==> config.mk <==
export PLATFORM = sky130hd
export DESIGN_NAME = token_queue
export DESIGN_NICKNAME = d
export VERILOG_FILES = /design/src/rtl/token_queue.sv
export SDC_FILE = /design/constraint.sdc
export NUM_CORES = 1
export LEC_CHECK = 0
export BUFFER_PORTS_ARGS = -buffer_cell sky130_fd_sc_hd__buf_4
export CORE_ASPECT_RATIO = 1.4
export CORE_MARGIN = 3
export CORE_UTILIZATION = 45
export DETAILED_ROUTE_END_ITERATION = 16
export PLACE_DENSITY = 0.66
export SETUP_SLACK_MARGIN = 0.02
export SYNTH_ARGS = -nofsm -noshare
export SYNTH_HDL_FRONTEND = slang
export SYNTH_SLANG_ARGS = --single-unit
==> constraint.sdc <==
create_clock -name CLK -period 7.7 [get_ports CLK]
set_input_delay 0.77 -clock CLK [delete_from_list [all_inputs] [get_ports CLK]]
set_output_delay 0.77 -clock CLK [all_outputs]
set_load 0.05 [all_outputs]
==> src/rtl/token_queue.sv <==
// rtl/token_queue.sv - first-word-fall-through token FIFO between lexer and parser
module token_queue #(
  parameter int DATA_W     = 16,
  parameter int DEPTH_LOG2 = 4
) (
  input  logic                  CLK,
  input  logic                  RST,
  input  logic                  CLEAR,
  input  logic                  I_VALID,
  input  logic [DATA_W-1:0]     I_DATA,
  output logic                  O_VALID,
  input  logic                  O_READY,
  output logic [DATA_W-1:0]     O_DATA,
  output logic [DEPTH_LOG2:0]   COUNT,
  output logic                  FULL,
  output logic                  EMPTY,
  output logic                  OVERFLOW,
  output logic [15:0]           TOKEN_CNT
);

  localparam int DEPTH = 1 << DEPTH_LOG2;
  localparam logic [DEPTH_LOG2:0]   COUNT_FULL = (DEPTH_LOG2 + 1)'(DEPTH);
  localparam logic [DEPTH_LOG2:0]   COUNT_ONE  = (DEPTH_LOG2 + 1)'(1);
  localparam logic [DEPTH_LOG2-1:0] PTR_ONE    = DEPTH_LOG2'(1);
  localparam logic [15:0]           TOKEN_MAX  = 16'hFFFF;

  // Token storage; contents are don't-care until written, so no reset.
  logic [DATA_W-1:0]     mem [DEPTH];
  logic [DEPTH_LOG2-1:0] wr_ptr;
  logic [DEPTH_LOG2-1:0] rd_ptr;
  logic [DEPTH_LOG2:0]   count_q;
  logic                  overflow_q;
  logic [15:0]           token_cnt_q;

  logic push_req;
  logic pop;
  logic push;
  logic drop;
  logic full_i;
  logic empty_i;

  // Status flags come only from the registered occupancy.
  always_comb begin
    full_i  = (count_q == COUNT_FULL);
    empty_i = (count_q == '0);
  end

  // Handshake decode: zero tokens are the lexer's idle code and are filtered.
  // A full queue still accepts a token when the head leaves in the same cycle.
  always_comb begin
    push_req = I_VALID && (I_DATA != '0);
    pop      = !empty_i && O_READY;
    push     = push_req && (!full_i || pop);
    drop     = push_req && full_i && !pop;
  end

  // Storage write; a flush in the same cycle discards the incoming token.
  always_ff @(posedge CLK) begin
    if (push && !CLEAR) begin
      mem[wr_ptr] <= I_DATA;
    end
  end

  // Write and read pointers wrap naturally at DEPTH.
  always_ff @(posedge CLK or posedge RST) begin
    if (RST) begin
      wr_ptr <= '0;
      rd_ptr <= '0;
    end else if (CLEAR) begin
      wr_ptr <= '0;
      rd_ptr <= '0;
    end else begin
      if (push) wr_ptr <= wr_ptr + PTR_ONE;
      if (pop)  rd_ptr <= rd_ptr + PTR_ONE;
    end
  end

  // Occupancy: simultaneous push and pop leave it unchanged.
  always_ff @(posedge CLK or posedge RST) begin
    if (RST) begin
      count_q <= '0;
    end else if (CLEAR) begin
      count_q <= '0;
    end else begin
      case ({push, pop})
        2'b10:   count_q <= count_q + COUNT_ONE;
        2'b01:   count_q <= count_q - COUNT_ONE;
        default: count_q <= count_q;
      endcase
    end
  end

  // Sticky overflow, set whenever a real token is dropped.
  always_ff @(posedge CLK or posedge RST) begin
    if (RST) begin
      overflow_q <= 1'b0;
    end else if (CLEAR) begin
      overflow_q <= 1'b0;
    end else if (drop) begin
      overflow_q <= 1'b1;
    end
  end

  // Accepted-token counter, saturating so a long debug run never wraps.
  always_ff @(posedge CLK or posedge RST) begin
    if (RST) begin
      token_cnt_q <= '0;
    end else if (CLEAR) begin
      token_cnt_q <= '0;
    end else if (push && (token_cnt_q != TOKEN_MAX)) begin
      token_cnt_q <= token_cnt_q + 16'd1;
    end
  end

  // Fall-through head: the stored word at rd_ptr, forced to zero when empty.
  always_comb begin
    O_VALID   = !empty_i;
    O_DATA    = empty_i ? '0 : mem[rd_ptr];
    COUNT     = count_q;
    FULL      = full_i;
    EMPTY     = empty_i;
    OVERFLOW  = overflow_q;
    TOKEN_CNT = token_cnt_q;
  end

endmodule

; ---- Word-level counts from Yosys, hierarchy flattened
; Memories as Yosys holds them, arrays and structs flattened.
; Index checks and enable logic that the tools add are counted.
[op_classes]
n_addsub = 5
eq_ne = 4
n_mux = 13
reduce_logical = 19
[op_table]
columns = operator, n
row1 = two-way mux 16 bit, 3
row2 = "adder 16 x 1 -> 16 bit, second input constant", 1
row3 = two-way mux 4 bit, 4
row4 = "!= test 16 bit, second input constant", 1
row5 = nonzero test 16 bit, 1
row6 = one-hot mux 5 bit (2 select lines), 1
row7 = "adder 4 x 1 -> 4 bit, second input constant", 2
row8 = nonzero test 2 bit, 4
row9 = logical AND 1 bit, 7
row10 = "adder 5 x 1 -> 5 bit, second input constant", 1
row11 = "== test 5 bit, second input constant", 1
row12 = zero test 5 bit, 1
row13 = two-way mux 5 bit, 1
row14 = "subtractor 5 x 1 -> 5 bit, second input constant", 1
row15 = zero test 1 bit, 4
row16 = two-way mux 1 bit, 4
row17 = nonzero test 3 bit, 1
row18 = "== test 2 x 1 -> 1 bit, second input constant", 1
row19 = "== test 2 bit, second input constant", 1
row20 = logical OR 1 bit, 1
[totals]
ff_bits = 30
ramBits = 256
in_bits = 21
out_inout_bits = 41
elab_cells = 47
mem_count = 1
[mem_list]
columns = name, words, width, read_ports, rd_ports_with_merged_regs, write_ports, line_no
row1 = mem, 16, 16, 1, 0, 1, 28  ; logic [DATA_W-1:0] mem [DEPTH];

; ---- Longest topological paths before layout
[logic_depth]
word_depth = 8
ltp_mapped = 10

; ---- Least setup slack after synthesis
; Ideal clock, no wire load.
[synth_timing]
kind = input-to-reg
start = in I_DATA[10]
end = reg count_q[4], in the netlist COUNT[4]
t_arrival_ns = 2.853
required_time_ns = 7.572
path_slack_ns = 4.720
cell_stages = 10
cell_sequence = nor4_1 a41oi_2 nor2_4 inv_2 fa_1 inv_1 a21o_1 a21oi_1 mux2i_1 mux2_1
[synth_via]
elab_chain_len = 6
word_cells_on_any_way = 8
[synth_rtl]
columns = item, line_no
row1 = from (decl), 10  ; input logic [DATA_W-1:0] I_DATA,
row2 = nonzero test 16 bit *, 51  ; push_req = I_VALID && (I_DATA != '0);
row3 = logical AND 1 bit *, 51
row4 = logical AND 1 bit *, 53  ; push = push_req && (!full_i || pop);
row5 = == test 2 x 1 -> 1 bit / == test 2 bit (equally long branches), 85  ; case ({push, pop})
row6 = one-hot mux 5 bit (2 select lines), 85
row7 = two-way mux 5 bit, 82  ; end else if (CLEAR) begin
row8 = to (signal assigned), 86  ; 2'b10: count_q <= count_q + COUNT_ONE;
row9 = to (signal assigned), 87  ; 2'b01: count_q <= count_q - COUNT_ONE;
row10 = to (signal assigned), 88  ; default: count_q <= count_q;
row11 = to (decl), 31  ; logic [DEPTH_LOG2:0] count_q;
; Mark *: on every way between the ends. The rest lies on a longest branch, timed or not.
; A chain may end at the register's enable or synchronous reset.

; ---- Worst setup path after layout
[layout_timing]
start = reg rd_ptr[0]
end = out O_DATA[14]
[layout_via]
elab_chain_len = 2
[layout_rtl]
columns = item, line_no
row1 = from (decl), 30  ; logic [DEPTH_LOG2-1:0] rd_ptr;
row2 = from (signal assigned), 74  ; if (pop) rd_ptr <= rd_ptr + PTR_ONE;
row3 = memory read (16 x 16 bit), -
row4 = two-way mux 16 bit, 118  ; O_DATA = empty_i ? '0 : mem[rd_ptr];
row5 = to (decl), 13  ; output logic [DATA_W-1:0] O_DATA,
; Every way passes these cells.

==> qor.yml <==
finish.utilization_pct: 53.25
crit_type: "reg -> out"
syn_inst: 586
synth_top_cell_by_area: "edfxtp_1"
cts_buffers: 26
ys_types: 49
portBuffers: 61
initial_core_util_pct: 46.41
postRouteAntennaNets: 0
grt_max_degree: 54
fin_setup_tns_ps: 0
synth_area_leaders: "edfxtp_1, mux4_2, dfrtp_1"
skew_ps: 21.21
ios: 62
ys_seq_area_share_pct: 72.69
cp_max_fo: 34
setup_violations: 0
cts_max_path_buffers: 3
track_usage_pct: 18.62
leakage_nw: 4.441
min_path_type: "in -> async"
grt_pass1_vias: 6313
die_height_microns: 196.0
drt_iter0_markers: 591
routedWlPerCell_microns: 25.17
critPathRequiredTime_ps: 6930
design.die.area_sq_mm: 0.02779
grt_pass1_wl_microns: 38880
viasPerCell: 5.865
worstPathArrival_ps: 3550
yosys-top-cells-count: "edfxtp_1, mux4_2, dfrtp_1"
core_area_sq_mm: 0.02501
syn_nets: 617
yosysMostFrequentCell: "edfxtp_1"
synthArstFlopShare_pct: 10.49
cts_tree: "done"
slew_viol_final: 0
relSlewSlack_pct: 23.70
avgSynthCellArea_sq_um: 19.81
cts_sinks: 286
antenna_found_initial: 0
outcome: "finished clean"
cts_hold_buf: 0
antennaDiodeCount: 0
synth_top_area_share_pct: 66.22
min_period_ps: 4325
netlist_area_sq_mm: 0.01161
gp_congestion: 0.7914
p_per_area_mw_per_mm2: 316.4
clk_latency_ps: 530
drt_first_pass_iters: 5
finalPower_mw: 4.214
ys_ff_latch: 286
peakVddDrop_mv: 0.2098
clk_pin_slew_worst_paths_ps: 60
fin_crit_sh_pct: 56.16
dp_worst_setup_slack_ps: 3761
die_w_microns: 141.7
cts.htree.levels: 1
grt-ovfl-total: 0
endpoint_kind: "output port"
setup_ws_ps: 3375
hpwl_microns: 14600
drv_cap: 0
rsz0062_at_grt: "no"
finalWirelength_microns: 25190
max_slew.worst_pin.slew_ps: 1145
cts_resized: 0
drive_gt1_share_pct: 30.47
cts_root_buffer: "clkbuf_16"
vias: 5871
hold_slack_ps: 330.3
synth_edf_count: 256
final_nets: 700
ys_warn_count: 0
fmax_mhz: 231.2
dominantRegCellSynth: "edfxtp_1"
drc: 0
post_cts_buffers: 0
area_growth_pct: 14.73
rows: 68
start_kind: "register"
r2r_slack_ps: 4900
hold_violations: 0
[metal layers]
metal / wire length, microns / GRT usage, % / share of wire (%)
met4: 736 / 5.690 / 2.9
met3: 1345 / 2.438 / 5.3
met5: 0 / 0 / 0
met1: 9586 / 23.96 / 38
met2: 13530 / 32.96 / 54
[final timing paths]
check | from | to | cells past startpoint
hold reg to reg | OVERFLOW | OVERFLOW | 2
hold / removal | RST | TOKEN_CNT[6] | 3
max in group asynchronous | RST | rd_ptr[0] | 3
setup reg to reg | COUNT[0] | COUNT[4] | 10
min in group CLK | OVERFLOW | OVERFLOW | 2
setup / recovery | rd_ptr[0] | O_DATA[14] | 5
[stage by stage]
step                      instance area (sq um)  instances
after floorplan                           11610        586
after global placement                    12460        956
after detailed placement                  12460        956
after CTS                                 13320       1001
after global routing                      13320       1001
final                                     13320       1001
[cell usage in the layout (no fill, tap or decap), types with 3 or more instances in the layout]
| cell | count |
|---|---|
| mux2i_1 | 4 |
| inv_1 | 11 |
| nor2b_1 | 3 |
| xnor2_1 | 3 |
| nand4_1 | 5 |
| buf_4 | 80 |
| mux2_1 | 3 |
| nor2_1 | 29 |
| clkbuf_16 | 27 |
| nand3_1 | 14 |
| bufinv_16 | 4 |
| nor4_1 | 6 |
| and3_1 | 5 |
| or3_1 | 10 |
| clkbuf_1 | 4 |
| and2_1 | 19 |
| clkinv_1 | 5 |
| clkinv_2 | 4 |
| dfrtp_1 | 28 |
| mux4_2 | 80 |
| xor2_1 | 5 |
| nor3_1 | 4 |
| a21oi_1 | 18 |
| o21ai_1 | 11 |
| edfxtp_1 | 256 |
| nand2_1 | 8 |
| ha_1 | 9 |
[kinds of logic after synthesis]
| kind of cell | synth area share, % |
|---|---|
| xor+xnor | 0.6036 |
| compound gates | 2.231 |
| buf+inv | 1.703 |
| flops | 72.69 |
| fa+ha+maj | 1.143 |
| mux | 16.16 |
| simple gates | 5.475 |
[flip-flops by register name, summed over array words and instances (netlist names)]
register and count:
mem 256, wr_ptr 4, OVERFLOW 1, COUNT 5
rd_ptr 4, TOKEN_CNT 16
[worst max-delay path: stages, from the launching register on]
cell and delay [ps]:
dfrtp_4 860, buf_4 670, mux4_2 590, mux4_2 480, and2_1 180, buf_4 190
[report_power, final]
part | internal (mW) | switching [mW]
clock | 0.769 | 0.531
sequential | 1.72 | 0.0840
combinational | 0.478 | 0.629
total | 2.97 | 1.24
[layout make-up]
class	count	area, sq um
inverters	13	48.80
multi-input cells	262	2975
clock buffers	31	690.7
repair buffers	80	600.6
fillers	1984	11700
flip-flops and latches	286	8443
clock inverters	14	166.4
well taps	315	394.1
Note: power is estimated with default switching activity, not from simulation.
